<file path="src/rtl/dmem_arbiter.sv">
// Shares the single-ported data memory between the load/store unit (port 0) and a debug/DMA
// master (port 1); one captured access at a time, read data returned with a per-port rvalid.
module dmem_arbiter #(
    parameter int unsigned PRIORITY_MODE = 0,
    parameter int unsigned ADDR_W        = 8
) (
    input  logic              clk,
    input  logic              rst,
    input  logic              p0_req,
    input  logic              p1_req,
    input  logic              p0_we,
    input  logic              p1_we,
    input  logic [3:0]        p0_mask,
    input  logic [3:0]        p1_mask,
    input  logic [ADDR_W-1:0] p0_addr,
    input  logic [ADDR_W-1:0] p1_addr,
    input  logic [31:0]       p0_wdata,
    input  logic [31:0]       p1_wdata,
    output logic              p0_gnt,
    output logic              p1_gnt,
    output logic              p0_rvalid,
    output logic              p1_rvalid,
    output logic [31:0]       p0_rdata,
    output logic [31:0]       p1_rdata,
    output logic              p0_stall,
    output logic              mem_request,
    output logic              mem_we_re,
    output logic              mem_load,
    output logic [3:0]        mem_mask,
    output logic [ADDR_W-1:0] mem_address,
    output logic [31:0]       mem_data_in,
    input  logic              mem_valid,
    input  logic [31:0]       mem_data_out
);

    typedef enum logic [1:0] {StIdle, StAccess, StResp} state_e;

    state_e              state_q, state_d;
    logic                last_grant_q;  // 1 = port 1 was granted most recently
    logic                owner_q;
    logic                we_q;
    logic [3:0]          mask_q;
    logic [ADDR_W-1:0]   addr_q;
    logic [31:0]         wdata_q;

    logic                any_req;
    logic                winner;
    logic                take;
    logic                sel_we;
    logic [3:0]          sel_mask;
    logic [ADDR_W-1:0]   sel_addr;
    logic [31:0]         sel_wdata;

    always_comb begin
        any_req = p0_req | p1_req;
        if (p0_req && p1_req) begin
            winner = (PRIORITY_MODE != 0) ? 1'b0 : ~last_grant_q;
        end else begin
            winner = p1_req;
        end
        take      = (state_q == StIdle) && any_req;
        sel_we    = winner ? p1_we    : p0_we;
        sel_mask  = winner ? p1_mask  : p0_mask;
        sel_addr  = winner ? p1_addr  : p0_addr;
        sel_wdata = winner ? p1_wdata : p0_wdata;
    end

    always_ff @(posedge clk or negedge rst) begin
        if (!rst) begin
            state_q      <= StIdle;
            last_grant_q <= 1'b1;
            owner_q      <= 1'b0;
            we_q         <= 1'b0;
            mask_q       <= '0;
            addr_q       <= '0;
            wdata_q      <= '0;
        end else begin
            state_q <= state_d;
            if (take) begin
                last_grant_q <= winner;
                owner_q      <= winner;
                we_q         <= sel_we;
                mask_q       <= sel_mask;
                addr_q       <= sel_addr;
                wdata_q      <= sel_wdata;
            end
        end
    end

    always_comb begin
        state_d = state_q;
        unique case (state_q)
            StIdle:   if (any_req) state_d = StAccess;
            StAccess: state_d = we_q ? StIdle : StResp;
            StResp:   if (mem_valid) state_d = StIdle;
            default:  state_d = StIdle;
        endcase
    end

    // Grants are gated by rst so nothing is granted while reset is held.
    always_comb begin
        p0_gnt      = 1'b0;
        p1_gnt      = 1'b0;
        p0_rvalid   = 1'b0;
        p1_rvalid   = 1'b0;
        p0_rdata    = '0;
        p1_rdata    = '0;
        mem_request = 1'b0;
        mem_we_re   = 1'b0;
        mem_load    = 1'b0;
        unique case (state_q)
            StIdle: begin
                if (rst && any_req) begin
                    p0_gnt = ~winner;
                    p1_gnt = winner;
                end
            end
            StAccess: begin
                mem_request = 1'b1;
                mem_we_re   = we_q;
                mem_load    = ~we_q;
            end
            StResp: begin
                if (mem_valid) begin
                    p0_rvalid = ~owner_q;
                    p1_rvalid = owner_q;
                    p0_rdata  = owner_q ? 32'h0 : mem_data_out;
                    p1_rdata  = owner_q ? mem_data_out : 32'h0;
                end
            end
            default: ;
        endcase
        p0_stall = rst & p0_req & ~p0_gnt;
    end

    assign mem_mask    = mask_q;
    assign mem_address = addr_q;
    assign mem_data_in = wdata_q;

endmodule
</file>
<file path="config.mk">
export PLATFORM = sky130hd
export DESIGN_NAME = dmem_arbiter
export DESIGN_NICKNAME = d
export VERILOG_FILES = /design/src/rtl/dmem_arbiter.sv
export SDC_FILE = /design/constraint.sdc
export NUM_CORES = 1
export LEC_CHECK = 0
export BUFFER_PORTS_ARGS = -buffer_cell sky130_fd_sc_hd__buf_2
export CORE_AREA = 2 2 94 96
export CTS_BUF_LIST = sky130_fd_sc_hd__clkbuf_8 sky130_fd_sc_hd__clkbuf_16
export CTS_CLUSTER_SIZE = 28
export DETAILED_ROUTE_END_ITERATION = 6
export DIE_AREA = 0 0 96 98
export PLACE_DENSITY = 0.76
export SYNTH_ARGS = -nofsm -noshare
export SYNTH_HDL_FRONTEND = slang
export SYNTH_SLANG_ARGS = --single-unit
</file>
<file path="constraint.sdc">
create_clock -name clk -period 1.8 [get_ports clk]
set_input_delay 0.09 -clock clk [delete_from_list [all_inputs] [get_ports clk]]
set_output_delay 0.09 -clock clk [all_outputs]
set_load 0.02 [all_outputs]
</file>
==> results of run 1 <==
## cell families (layout without fill, tap and decap cells)
family | count (synthesis) | count (layout) | share of synthesized area, %
buffers and inverters | 16 | 260 | 3.17
and+or+nand+nor | 75 | 75 | 15.5
muxes | 92 | 92 | 40.5
AOI/OAI and AO/OA | 4 | 4 | 0.976
DFF | 49 | 49 | 39.9
## metrics by stage
stage               cells  area, µm²  util [%]
finish                588       4600      54.4
global route          588       4600      54.4
CTS                   586       4560      53.9
detailed placement    577       4430      52.4
global placement      577       4430      52.4
floorplan             236       3080         -
## layer usage
layer	wire length, µm	vias to the layer above	global-route usage, %
met5	0	-	0
met4	136	0	4.73
met2	4370	151	31.9
met3	780	11	4.32
met1	3170	1269	18.6
li1	-	1285	-
## worst min-delay path: stages
cell and delay (ns):
buf_2 0.11, nor2_1 0.08, a21o_1 0.11
## repair_timing
| action | CTS | global route |
|---|---|---|
| setup endpoints to repair | 32 | 54 |
| buffers inserted | 0 | 1 |
| hold endpoints to repair | 19 | 0 |
| pin swaps | 0 | 2 |
| gates resized for setup | 1 | 2 |
| hold buffers | 1 | 0 |
| gates cloned | 0 | 1 |
## sequential cells by signal (all words and copies together), names as in the netlist
name	count
owner_q	1
mem_data_in	32
last_grant_q	1
we_q	1
mem_address	8
state_q	2
mem_mask	4
## cells in the final DEF, fill, tap and decap left out, types with 2 or more instances in the layout
| cell | n |
|---|---|
| mux2_4 | 56 |
| buf_4 | 3 |
| buf_2 | 242 |
| nor2b_1 | 2 |
| dfrtp_1 | 47 |
| clkbuf_8 | 6 |
| and3_1 | 2 |
| buf_12 | 4 |
| mux2_2 | 36 |
| and2_1 | 65 |
| nor2_1 | 2 |
## layout make-up
class,instances,area (µm²),area share (%)
multi-input cells,171,1760,38.3
well taps,108,135,2.94
clock buffers,6,82.6,1.79
clock inverters,2,33.8,0.734
repair buffers,252,1360,29.6
flip-flops and latches,49,1230,26.7
## power groups by stage
stage | Clock, µW | Sequential (µW) | Combinational, µW
floorplan | 0 | 2630 | 1970
global placement | 0 | 2020 | 3710
detailed placement | 0 | 2030 | 3790
CTS | 831 | 2040 | 3790
global route | 883 | 2120 | 4070
finish | 811 | 2030 | 3830
## worst max-delay path by stage
stage          cells past startpoint  slack, ns                startpoint                          to
2_1_floorplan                      5       0.19  last_grant_q$_DFFE_PN1P_  mem_address[0]$_DFFE_PN0P_
3_3_place_gp                       4       0.17  last_grant_q$_DFFE_PN1P_  mem_address[7]$_DFFE_PN0P_
3_5_place_dp                       4       0.13  last_grant_q$_DFFE_PN1P_     mem_mask[0]$_DFFE_PN0P_
4_1_cts                            4       0.03    state_q[1]$_DFFE_PN0P_                      p1_gnt
5_1_grt                            3      0.002    state_q[0]$_DFFE_PN0P_                p0_rdata[10]
6_report                           4        0.1  last_grant_q$_DFFE_PN1P_                      p0_gnt
==> out/qor.yml, run 1 <==
outcome:
  status: "completed"
finish:
  area_growth_syn_to_layout_pct: 49.6
  final_layout_size_suffix_gt1_share_pct: 74.0
  nets: 606
  antennaDiodeCount: 0
  n_fill_cell: 766
timing:
  hold_violations: 0
  skew_ns: 0.00961
  period_minus_slack_ns: 1.70
  setup_viol: 0
  worst_pin_slew_ns: 0.495
  holdWs_ns: 0.128
  setup_slack_ns: 0.0956
  fin_tns_setup_ns: 0
  fin_crit_sh_pct: 94.7
  max_freq_mhz: 587
  slew_headroom_pct: 67.0
  rsz0062_at_grt: "false"
  slew_viol_final: 0
worst_setup_path:
  worstPathArrival_ns: 1.61
  cp.required_ns: 1.71
  slowest_stage: "dfstp_2"
  path_buf_inv: 2
  critPathTopFamily: "flip-flops"
  r2r_cells: 4
  max_stage_delay_ns: 0.55
  r2r_setup_slack_ns: 0.11
  worstSetupPathType: "flip-flop to output port"
  cp_max_fo: 10
  r2r-end: "mem_mask[0]$_DFFE_PN0P_"
  path_cells: "a21bo_2 -> buf_4 -> and3_1 -> buf_2"
  worstReg2RegStart: "last_grant_q$_DFFE_PN1P_"
  cp-end-kind: "output port"
  cp-start-kind: "flip-flop"
die:
  start_util_pct: 36.3
  core_um2: 8470
  fp.dieW_um: 96
  dieArea_um2: 9410
  die_y_um: 98
  rows: 34
  pin_count: 243
clock_tree:
  clockBufferDepth: 2
  clkSinkCount: 49
  cts_tree: "built"
  worstSkewPairLatency_ns: 0.30
  cts-root-buf: "clkbuf_8"
  clkTransAtPathRegs_ns: 0.09
  cts_buffers: 5
  cts_max_level: 2
grt:
  grt_util_all_layers_pct: 17.1
  antenna_found_initial: 0
  grt_pass1_vias: 2677
  grt_max_degree: 34
  grt_pass1_wl_um: 12500
  grt-ovfl-total: 0
logic_synthesis:
  synth_top_cell_by_area: "dfrtp_1"
  netlist_instances: 236
  synth_flop_cell: "dfrtp_1"
  synth_edf_count: 0
  ys_types: 19
  ys_ff_latch: 49
  synthMostInstantiatedCell: "and2_1"
  ys_seq_area_share_pct: 39.9
  syn_nets: 363
  syn-cell-area_um2: 3080
  avgSynthCellArea_um2: 13.0
  synth.area.top_cells: "dfrtp_1 (39%), mux2_4 (27%), and2_1 (13%), mux2_2 (13%), buf_6 (1.5%)"
  yosysWarningCount: 0
  async_flop_share_pct: 100
  synth_common_cells: "and2_1 (65), mux2_4 (56), dfrtp_1 (48)"
  netlist.area_leader.share_pct: 39.0
placed_design:
  numPortBuffers: 242
  place.gp.congestion: 0.751
  dpl.hpwl_um: 6700
  post-place-ws_ns: 0.131
drt:
  drc: 0
  dr.pass1.iters: 6
  vias_per_cell: 4.62
  wl_um: 8450
  dr.first_iter.drc_count: 28
  wl_per_cell_um: 14.4
  ant_nets: 0
  vias: 2716
power:
  internal-power_uw: 4080
  switching_power_uw: 2590
  clkPwrFrac_pct: 12.2
  power.total_uw: 6680
  combPwrFrac_pct: 57.4
  p_sw_share_pct: 38.8
  vdd_drop_max_uv: 890
  p_leak_uw: 0.00262
  p_per_area_nw_per_um2: 1450
  seq_power_share_pct: 30.4
hold_path:
  hold_depth: 3
  min_from: "mem_valid"
  hold_class: "input port to flip-flop"
  whs_endpoint: "state_q[1]$_DFFE_PN0P_"
flow_run:
  max-cap-violations: 0
(Power assumes the default switching activity.)
==> inputs of run 2 (changes only) <==
--- a/config.mk
+++ b/config.mk
@@ -11,6 +11,7 @@
 export CTS_CLUSTER_SIZE = 28
 export DETAILED_ROUTE_END_ITERATION = 6
 export DIE_AREA = 0 0 96 98
+export MAX_ROUTING_LAYER = met4
 export PLACE_DENSITY = 0.76
 export SYNTH_ARGS = -nofsm -noshare
 export SYNTH_HDL_FRONTEND = slang
==> out/qor.yml, run 2 (same netlist as run 1, synthesis figures left out) <==
outcome:
  status: "completed"  # unchanged
worst_setup_path:
  worstPathArrival_ns: 1.61  # about the same
  r2r_setup_slack_ns: 0.11  # about the same
  r2r_cells: 4  # unchanged
  cp-end-kind: "output port"  # unchanged
  worstSetupStartpoint: "last_grant_q$_DFFE_PN1P_"  # unchanged
  r2r-end: "mem_mask[0]$_DFFE_PN0P_"  # unchanged
  cp-endpoint: "p0_gnt"  # unchanged
  worstReg2RegStart: "last_grant_q$_DFFE_PN1P_"  # unchanged
  cp-start-kind: "flip-flop"  # unchanged
  path_cells: "a21bo_2 -> buf_4 -> and3_1 -> buf_2"  # unchanged
  slowest_stage: "dfstp_2"  # unchanged
  worstSetupPathType: "flip-flop to output port"  # unchanged
  cp_max_fo: 10  # unchanged
  cp.required_ns: 1.71  # about the same
  max_stage_delay_ns: 0.55  # about the same
timing:
  fin_crit_sh_pct: 94.7  # about the same
  skew_ns: 0.0105  # was 0.00961 ns
  max_freq_mhz: 587  # about the same
  slew_headroom_pct: 66.8  # was 67.0%
  worst_pin_slew_ns: 0.497  # was 0.495 ns
  rsz0062_at_grt: "false"  # unchanged
  fin_tns_setup_ns: 0  # unchanged
  hold_violations: 0  # unchanged
  period_minus_slack_ns: 1.70  # about the same
  slew_viol_final: 0  # unchanged
  setup_viol: 0  # unchanged
hold_path:
  hold_class: "input port to flip-flop"  # unchanged
finish:
  antennaDiodeCount: 0  # unchanged
  mostFrequentLayoutCell: "buf_2"  # unchanged
  layout_common_cells: "buf_2 (242), and2_1 (65), mux2_4 (56)"  # unchanged
  area_growth_syn_to_layout_pct: 49.6  # unchanged
  nets: 606  # unchanged
  largest_reg_flops: 32  # unchanged
  final_layout_size_suffix_gt1_share_pct: 74.0  # unchanged
power:
  vdd_drop_max_uv: 894  # was 890 µV
  p_leak_uw: 0.00262  # unchanged
  p_per_area_nw_per_um2: 1450  # about the same
  power.total_uw: 6690  # was 6680 µW
die:
  fp.dieW_um: 96  # unchanged
  die_y_um: 98  # unchanged
  core_um2: 8470  # unchanged
  pin_count: 243  # unchanged
  dieArea_um2: 9410  # unchanged
  rows: 34  # unchanged
  start_util_pct: 36.3  # unchanged
drt:
  wl_per_cell_um: 14.4  # about the same
  wl_um: 8480  # was 8450 µm
  dr.first_iter.drc_count: 31  # was 28
  ant_nets: 0  # unchanged
  vias_per_cell: 4.64  # was 4.62
  vias: 2727  # was 2716
  drc: 0  # unchanged
  dr.pass1.iters: 4  # was 6
placed_design:
  place.gp.congestion: 0.761  # was 0.751
  dpl.hpwl_um: 6700  # unchanged
  numPortBuffers: 242  # unchanged
clock_tree:
  cts_max_level: 2  # unchanged
  cts-root-buf: "clkbuf_8"  # unchanged
  clockBufferDepth: 2  # unchanged
  clkTransAtPathRegs_ns: 0.09  # about the same
  cts_tree: "built"  # unchanged
  worstSkewPairLatency_ns: 0.30  # about the same
  clkSinkCount: 49  # unchanged
  cts_buffers: 5  # unchanged
flow_run:
  max-cap-violations: 0  # unchanged
grt:
  grt-ovfl-total: 0  # unchanged
  grt_pass1_wl_um: 12600  # was 12500 µm
  antenna_found_initial: 0  # unchanged
  grt_pass1_vias: 2689  # was 2677
  grt_max_degree: 34  # unchanged
  grt_util_all_layers_pct: 17.6  # was 17.1%
==> run 2: worst min path at each step <==
stage               from                           to  slack [ns]  cells past startpoint
2_1_floorplan        rst   mem_address[0]$_DFFE_PN0P_       -0.21                      0
3_5_place_dp         rst  mem_data_in[15]$_DFFE_PN0P_        0.08                      1
6_report       mem_valid       state_q[1]$_DFFE_PN0P_        0.13                      3
4_1_cts        mem_valid       state_q[1]$_DFFE_PN0P_        0.12                      3
3_3_place_gp         rst  mem_data_in[15]$_DFFE_PN0P_        0.07                      1
5_1_grt        mem_valid       state_q[1]$_DFFE_PN0P_        0.13                      3
==> run 2: cell type report <==
class / instances / area [µm²]
Tap cell: 108 / 135
Sequential cell: 49 / 1230
Multi-Input combinational cell: 171 / 1760
Timing Repair Buffer: 252 / 1360
Clock buffer: 6 / 82.6
Fill cell: 766 / 3860
Clock inverter: 2 / 33.8
==> run 2: per-stage QoR <==
stage / instances / instance area [µm²] / utilization, % / hold slack [ns] / setup WS, ns
6_report: 588 / 4600 / 54.4 / 0.129 / 0.0954
5_1_grt: 588 / 4600 / 54.4 / 0.126 / 0.00162
4_1_cts: 586 / 4560 / 53.9 / 0.124 / 0.0308
3_5_place_dp: 577 / 4430 / 52.4 / 0.0773 / 0.131
3_3_place_gp: 577 / 4430 / 52.4 / 0.0727 / 0.169
2_1_floorplan: 236 / 3080 / - / -0.206 / 0.192
==> run 2: what timing repair did <==
item	CTS	global route
pin swaps	0	2
hold buffers	1	0
setup buffers	0	1
hold endpoints to repair	19	0
cloned	0	1
setup endpoints to repair	32	51
gates resized for setup	1	2
==> run 2: per-layer routing <==
layer / track usage (%) / up-vias / wire [µm]
met2: 31.8 / 149 / 4400
met5: - / - / 0
met4: 4.73 / 0 / 107
met1: 20.0 / 1281 / 3370
li1: - / 1287 / -
met3: 2.31 / 10 / 597
==> run 2: power by group <==
part | leakage, µW | internal [µW] | switching (µW)
combinational | 0.00199 | 1950 | 1890
clock | 0.0000626 | 448 | 363
sequential | 0.000572 | 1690 | 348
==> run 2: worst max-delay path: cells and delay by family, from the launching register on <==
family | cells | cell delay (ns)
flip-flops | 1 | 0.55
AND/OR/NAND/NOR | 1 | 0.17
buffers and inverters | 2 | 0.40
AO/OA/AOI/OAI | 1 | 0.20
